--- config.mk ---
export PLATFORM = sky130hd
export DESIGN_NAME = rob_commit
export DESIGN_NICKNAME = d
export VERILOG_FILES = /design/src/rtl/rob_commit_pkg.sv /design/src/rtl/rob_commit.sv
export SDC_FILE = /design/constraint.sdc
export NUM_CORES = 2
export LEC_CHECK = 0
export CORE_UTILIZATION = 50
export DETAILED_ROUTE_END_ITERATION = 8
export PLACE_DENSITY = 0.66
export REMOVE_ABC_BUFFERS = 1
export SLEW_MARGIN = 0
export SYNTH_ARGS = -nofsm -noshare
export SYNTH_HDL_FRONTEND = slang
export SYNTH_SLANG_ARGS = --single-unit
--- constraint.sdc ---
create_clock -name clk -period 6.3 [get_ports clk]
set_input_delay 1.89 -clock clk [delete_from_list [all_inputs] [get_ports clk]]
set_output_delay 1.89 -clock clk [all_outputs]
set_load 0.01 [all_outputs]
--- src/rtl/rob_commit_pkg.sv ---
// Shared reorder-buffer types and sizing for the rename/commit slice.
package rob_commit_pkg;

  localparam int ROB_DEPTH     = 32;
  localparam int ROB_IDX_WIDTH = 5;

  typedef logic [ROB_IDX_WIDTH-1:0] rob_idx_t;
  // Pointer carries one extra MSB used as the wrap bit.
  typedef logic [ROB_IDX_WIDTH:0]   rob_ptr_t;

  typedef struct packed {
    logic        valid;
    logic        done;
    logic        regf_we;
    logic [4:0]  rd_addr;
    logic [31:0] data;
  } rob_entry_t;

  // Fields of the commit bus; the rename table's cdb is built from this.
  typedef struct packed {
    logic        valid;
    logic        regf_we;
    logic [4:0]  rd_addr;
    logic [31:0] data;
  } commit_bus_t;

endpackage

--- src/rtl/rob_commit.sv ---
// In-order reorder buffer: allocates at tail, captures out-of-order results,
// retires one entry per cycle from head, and serves operand lookups.
module rob_commit
  import rob_commit_pkg::*;
(
  input  logic                     clk,
  input  logic                     rst,
  input  logic                     alloc_valid,
  input  logic [4:0]               alloc_rd_addr,
  input  logic                     alloc_regf_we,
  output logic                     alloc_ready,
  output logic [ROB_IDX_WIDTH-1:0] alloc_rob_idx,
  input  logic                     wb_valid,
  input  logic [ROB_IDX_WIDTH-1:0] wb_rob_idx,
  input  logic [31:0]              wb_data,
  input  logic [ROB_IDX_WIDTH-1:0] rs1_rob_idx,
  input  logic [ROB_IDX_WIDTH-1:0] rs2_rob_idx,
  output logic                     rs1_done,
  output logic                     rs2_done,
  output logic [31:0]              rs1_data,
  output logic [31:0]              rs2_data,
  output logic                     commit_valid,
  output logic                     commit_regf_we,
  output logic [4:0]               commit_rd_addr,
  output logic [31:0]              commit_data,
  output logic [ROB_IDX_WIDTH-1:0] commit_rob_idx
);

  rob_entry_t  entry [ROB_DEPTH];
  rob_ptr_t    head;
  rob_ptr_t    tail;
  commit_bus_t commit_bus;
  rob_idx_t    commit_idx;

  rob_idx_t head_idx;
  rob_idx_t tail_idx;
  logic     full;
  logic     do_alloc;
  logic     do_commit;

  assign head_idx  = head[ROB_IDX_WIDTH-1:0];
  assign tail_idx  = tail[ROB_IDX_WIDTH-1:0];
  assign full      = (head_idx == tail_idx) && (head[ROB_IDX_WIDTH] != tail[ROB_IDX_WIDTH]);
  assign do_alloc  = alloc_valid && !full;
  // Retirement looks only at registered done, so a writeback edge never retires.
  assign do_commit = entry[head_idx].valid && entry[head_idx].done;

  assign alloc_ready   = !full;
  assign alloc_rob_idx = tail_idx;

  assign commit_valid   = commit_bus.valid;
  assign commit_regf_we = commit_bus.regf_we;
  assign commit_rd_addr = commit_bus.rd_addr;
  assign commit_data    = commit_bus.data;
  assign commit_rob_idx = commit_idx;

  // Entry storage, pointers and registered commit bus.
  always_ff @(posedge clk) begin
    if (rst) begin
      head       <= '0;
      tail       <= '0;
      commit_bus <= '0;
      commit_idx <= '0;
      for (int i = 0; i < ROB_DEPTH; i++) begin
        entry[i].valid <= 1'b0;
        entry[i].done  <= 1'b0;
      end
    end else begin
      // Results for freed slots are dropped; the slot being allocated is free.
      if (wb_valid && entry[wb_rob_idx].valid) begin
        entry[wb_rob_idx].done <= 1'b1;
        entry[wb_rob_idx].data <= wb_data;
      end
      if (do_alloc) begin
        entry[tail_idx].valid   <= 1'b1;
        entry[tail_idx].done    <= 1'b0;
        entry[tail_idx].regf_we <= alloc_regf_we;
        entry[tail_idx].rd_addr <= alloc_rd_addr;
        tail                    <= tail + 1'b1;
      end
      if (do_commit) begin
        entry[head_idx].valid <= 1'b0;
        entry[head_idx].done  <= 1'b0;
        commit_bus.valid      <= 1'b1;
        commit_bus.regf_we    <= entry[head_idx].regf_we && (entry[head_idx].rd_addr != 5'd0);
        commit_bus.rd_addr    <= entry[head_idx].rd_addr;
        commit_bus.data       <= entry[head_idx].data;
        commit_idx            <= head_idx;
        head                  <= head + 1'b1;
      end else begin
        commit_bus.valid <= 1'b0;
      end
    end
  end

  // Two identical operand lookup ports with same-cycle writeback bypass.
  for (genvar gi = 0; gi < 2; gi++) begin : g_look
    rob_idx_t    idx;
    logic        done_c;
    logic [31:0] data_c;

    assign idx = (gi == 0) ? rs1_rob_idx : rs2_rob_idx;

    // Bypass wins over stored data so a result is visible on its writeback cycle.
    always_comb begin
      done_c = 1'b0;
      data_c = 32'd0;
      if (entry[idx].valid) begin
        if (wb_valid && (wb_rob_idx == idx)) begin
          done_c = 1'b1;
          data_c = wb_data;
        end else if (entry[idx].done) begin
          done_c = 1'b1;
          data_c = entry[idx].data;
        end
      end
    end
  end

  assign rs1_done = g_look[0].done_c;
  assign rs1_data = g_look[0].data_c;
  assign rs2_done = g_look[1].done_c;
  assign rs2_data = g_look[1].data_c;

endmodule

==> After elaboration in Yosys (flattened, before gate mapping) <==
Memories as Yosys holds them, arrays and structs flattened. A register that Yosys moved wholly into a read port is not among the register bits.
Index checks and enable logic that the tools add are counted.
{ "op_classes": {"add_sub_neg": 2, "multipliers": 0, "div_mod_pow": 0, "order_cmp": 0, "eq_ne": 4, "n_shift": 0, "muxes": 34, "bitwise_logic": 0, "reduce_logical": 12} }
{ "ops": {"columns": ["cell", "n"], "rows": [
  ["32-bit 2-to-1 mux", 6],
  ["40-bit 2-to-1 mux", 3],
  ["40-bit OR reduction", 3],
  ["5-bit 2-to-1 mux", 5],
  ["1-bit 2-to-1 mux", 17],
  ["5-bit == test", 3],
  ["6-bit by 1-bit adder with 6-bit output (second input constant)", 2],
  ["1-bit logical AND", 7],
  ["5-bit nonzero test", 1],
  ["4-bit 2-to-1 mux", 1],
  ["3-bit 2-to-1 mux", 1],
  ["2-bit 2-to-1 mux", 1],
  ["1-bit zero test", 1],
  ["1-bit inequality test", 1]
]} }
{ "word_totals": {"reg_bits": 56, "latchBits": 0, "ram_bits": 1280, "mem_bits_ro": 0, "out_inout_bits": 116, "word_cells": 60, "memories": 1} }
{ "mem_list": {"columns": ["name", "depth", "word_bits", "rd", "rd_clocked_by_memory_dff", "write_ports", "line", "rtl"], "rows": [
  ["entry", 32, 40, 4, 1, 32, "rob_commit.sv:29", "rob_entry_t entry [ROB_DEPTH];"]
]} }

==> Depth between registers and ports, before layout <==
{ "depth": {"ltp_word": 9, "mapped_depth": 12} }

==> Worst setup path after synthesis <==
OpenSTA, ideal clock, no wires.
{ "synth_timing": {"path_type": "input port to output port", "from": "input rs1_rob_idx[0]", "to": "output rs1_data[23]", "t_arrival_ns": 4.016, "required_ns": 4.410, "path_slack_ns": 0.394, "stages": 8, "n_path_buf": 3, "path_cell_list": "buf_2 -> buf_2 -> buf_2 -> mux4_2 -> mux4_2 -> mux2i_1 -> nand2_1 -> o211a_1"} }
{ "synth_via": {"elab_chain_len": 4, "word_cells_on_any_way": 6, "classes_between": "1 x eq/ne; 3 x mux; 1 x reduce/logical; 1 x memory"} }
{ "synth_rtl": {"columns": ["item", "line", "rtl"], "rows": [
  ["from (decl)", "rob_commit.sv:16", "input logic [ROB_IDX_WIDTH-1:0] rs1_rob_idx,"],
  ["memory 32 x 40 bit or 5-bit == test (tied branches)", null, null],
  ["32-bit 2-to-1 mux or 1-bit logical AND (tied branches)", "rob_commit.sv:112, rob_commit.sv:109", null],
  ["32-bit 2-to-1 mux", "rob_commit.sv:109", "if (wb_valid && (wb_rob_idx == idx)) begin"],
  ["32-bit 2-to-1 mux (*)", "rob_commit.sv:108", "if (entry[idx].valid) begin"],
  ["to (decl)", "rob_commit.sv:20", "output logic [31:0] rs1_data,"]
]} }
Mark *: on every way between the ends. The rest lies on a longest branch, timed or not.

==> Final worst setup path <==
{ "layout_timing": {"from": "input rs2_rob_idx[0]", "to": "output rs2_data[29]"} }
{ "layout_via": {"elab_chain_len": 4, "word_cells_on_any_way": 6, "classes_between": "1 x eq/ne; 3 x mux; 1 x reduce/logical; 1 x memory"} }
{ "layout_rtl": {"columns": ["item", "line", "rtl"], "rows": [
  ["from (decl)", "rob_commit.sv:17", "input logic [ROB_IDX_WIDTH-1:0] rs2_rob_idx,"],
  ["memory 32 x 40 bit or 5-bit == test (tied branches)", null, null],
  ["32-bit 2-to-1 mux or 1-bit logical AND (tied branches)", "rob_commit.sv:112, rob_commit.sv:109", null],
  ["32-bit 2-to-1 mux", "rob_commit.sv:109", null],
  ["32-bit 2-to-1 mux (*)", "rob_commit.sv:108", null],
  ["to (decl)", "rob_commit.sv:21", "output logic [31:0] rs2_data,"]
]} }
Marked as above.

==> metrics <==
Hold Path Depth 2; Worst Hold End commit_regf_we; Post-CTS Hold Buffers 0; Seq/Total Area, Yosys 56.1%; Detailed Route WL 230,000 um; most common cell in the netlist edfxtp_1; Post-DP Area 0.0755 mm^2; Clock Tree Root clkbuf_16; Post-synth EDFFs 1,216; Clock Skew 38.8 ps; reported net switching power 0.00449 W; failing checks setup timing; Fin. Hold Viols 0; Clk network pwr share 44.1%; Max Cap Viol 0; initial antenna violation count 8; Worst Max-Slew Pin Slew 1420 ps; Comb power frac 7.2%; layout cells sized above 1 44.1%; Reg power frac 48.7%; Peak VDD IR 0.190 mV; HPWL Detailed 134,000 um; overall die height 375 um; final setup vio count 1; post-route clock period utilization 100%; synth warn 0; DR DRC count 0; Max Slew Vio Count 0; Row Count 136; core area 0.138 mm^2; crit path max fanout 7; WL/cell 39.4 um; relative slew slack 5.18%; Via Count 43,170; Arr. time, crit path 4420 ps; H-tree depth 4; CTS Buffer Depth 3; top cells by count, synth edfxtp_1 (1,216), mux4_2 (1,050), nand2_1 (181); status finished with violations; CP required 4410 ps; reg-to-reg endpoint commit_data[19]; hold wc startpoint commit_regf_we; cell chain of the critical path buf_16 -> buf_12 -> buf_16 -> buf_12 -> buf_4 -> mux4_2 -> mux4_2 -> mux2i_2 -> buf_4 -> nand2_1 -> o211a_1 -> clkdlybuf4s15_1; Die X 375 um; setup slack after layout -8.32 ps; CTS clk-pin slew, worst paths 60 ps; Worst path slowest cell mux4_2; DR pass1 iterations 6; Synth area leaders edfxtp_1 (53%), mux4_2 (34%), dfxtp_1 (3.6%), mux2i_1 (1.3%), nand2_1 (0.98%); cell taking the most area after synthesis edfxtp_1; gr ovfl total 0; post-route ant nets 0; RSZ-0062 raised after global routing yes; synth unique cells 59; Lkg Pwr 26.0 nW; Crit Path Category in -> out; post-route cell area 0.0810 mm^2; detailed router's first-iteration violation count 5,913; GRT Overall Usage 32.9%; Yosys reg bits 1,341; Largest stage delay, worst path 500 ps; worst r2r path cells 7; IO Port Bufs 172; sw frac 22.5%; first-pass GRT wire length 325,000 um; die area 0.141 mm^2; Area growth, synth to finish 16.6%; Sink Count 1,341; CP startpoint kind input port; Skew-Pair Late Insertion Delay 810 ps; vias in the first global route 44,045; pwr dens 246 mW/mm^2; drt via density 7.40; setup TNS -8.32 ps; CTS tree built; fmax 159 MHz; reg-to-reg setup timing slack 2220 ps; post-layout minimum cycle time 6310 ps; Post-Syn Area 0.0695 mm^2; hold crit path type reg -> reg; total CTS buffers 145; Final nets 3,973; post-synth top area share 52.5%; CP endpoint kind primary output; Starting Density 50.5%; Syn Area/Cell 19.5 um^2; Syn Inst Count 3,559; num ports 173; ys flop type edfxtp_1; largest net degree at the start of global routing 136; GPL Wtd Cong 0.900; FFs w/ async S/R, synth 0%; Int Pwr 0.0155 W
-- layer usage --
metal  global-route usage [%]  part of all wire, %  wire (um)
met5                        0                0.015         34
met3                     7.99                   12      26700
met2                     51.2                   48     110000
met4                     15.2                  4.9      11400
met1                     44.2                   36      81800
-- per-stage QoR --
stage | hold slack (ps) | setup WS (ps) | util [%] | power [W] | std cells
6_report | 499 | -8.32 | 58.9 | 0.0199 | 5831
5_1_grt | 516 | -55.1 | 58.9 | 0.0204 | 5830
4_1_cts | 497 | -39.5 | 58.7 | 0.0200 | 5794
3_5_place_dp | 489 | -765 | 54.8 | 0.0113 | 5500
3_3_place_gp | 472 | -645 | 54.8 | 0.0112 | 5500
2_1_floorplan | 451 | -9290 | - | 0.0105 | 3223
-- worst max-delay path by stage --
stage / start / end / depth (start not counted)
after CTS: rs2_rob_idx[0] / rs2_data[17] / 11
after global placement: wb_rob_idx[2] / rs1_data[19] / 11
after global routing: rs2_rob_idx[0] / rs2_data[29] / 12
final: rs2_rob_idx[0] / rs2_data[29] / 12
after floorplan: flip-flop / entry[15][38] / 6
after detailed placement: wb_rob_idx[2] / rs1_data[12] / 11
-- cells in the final DEF, fill, tap and decap left out, types with 11 or more instances in the layout --
| cell type | netlist | final |
|---|---|---|
| mux2i_1 | 90 | 78 |
| xor2_1 | 17 | 14 |
| clkbuf_8 | 0 | 12 |
| a311oi_1 | 56 | 56 |
| clkinv_1 | 0 | 21 |
| nor2b_1 | 19 | 19 |
| mux4_2 | 1050 | 1050 |
| dfxtp_1 | 125 | 120 |
| nor2_1 | 118 | 86 |
| clkinv_2 | 0 | 23 |
| edfxtp_1 | 1216 | 1216 |
| bufinv_16 | 0 | 14 |
| a21oi_1 | 57 | 57 |
| clkbuf_1 | 123 | 33 |
| inv_1 | 16 | 15 |
| nor2_4 | 0 | 32 |
| nand3_1 | 21 | 21 |
| o211a_1 | 64 | 63 |
| a31oi_1 | 35 | 35 |
| buf_2 | 125 | 18 |
| clkbuf_2 | 0 | 34 |
| buf_16 | 0 | 14 |
| nand2_1 | 181 | 179 |
| buf_6 | 2 | 13 |
| buf_4 | 15 | 274 |
| o21ai_1 | 0 | 11 |
| a32oi_1 | 11 | 11 |
| o21ai_0 | 29 | 18 |
| clkbuf_16 | 0 | 152 |
| buf_12 | 0 | 69 |
| clkdlybuf4s50_1 | 0 | 89 |
-- sequential cells by signal, summed over array words and instances, names as in the netlist, named ones only --
signal,count
entry,1280
commit_data,32
head,6
tail,6
commit_rd_addr,5
commit_rob_idx,5
commit_regf_we,1
commit_valid,1
-- power by group through the flow --
stage          Combinational (W)  Clock, W  Sequential, W
6_report                 0.00144   0.00879        0.00970
5_1_grt                  0.00149   0.00919        0.00970
4_1_cts                  0.00139   0.00887        0.00970
3_5_place_dp             0.00137         0        0.00989
3_3_place_gp             0.00134         0        0.00989
2_1_floorplan           0.000567         0        0.00990
-- worst max-delay path: cells and delay by family --
kind	cells	cell delay [ps]
and+or+nand+nor	1	50
buffers and inverters	7	1100
AOI/OAI and AO/OA	1	120
muxes	3	1220
-- kinds of logic after synthesis --
group	share of synthesized area [%]
AND/OR/NAND/NOR	2.51
buffers and inverters	2.23
flip-flops	56.1
multiplexers	35.4
AO/OA/AOI/OAI	3.25
XOR/XNOR	0.315
adder cells (fa/ha/maj)	0.144
-- area by class of cell --
class	instances	area, um^2
timing repair buffer	538	5500
multi-input combinational	1865	29300
antenna	5	12.5
inverter	17	63.8
sequential	1341	39000
clock inverter	79	902
fill	9815	56600
tap	1794	2240
clock buffer	192	3970
-- repair_timing --
action / 4_1_cts / 5_1_grt
pin swaps: 8 / 17
gates resized for setup: 204 / 77
setup endpoints to repair: 66 / 66
buffers inserted: 18 / 31
cloned: 5 / 5
Note: power is estimated with default switching activity, not from simulation.
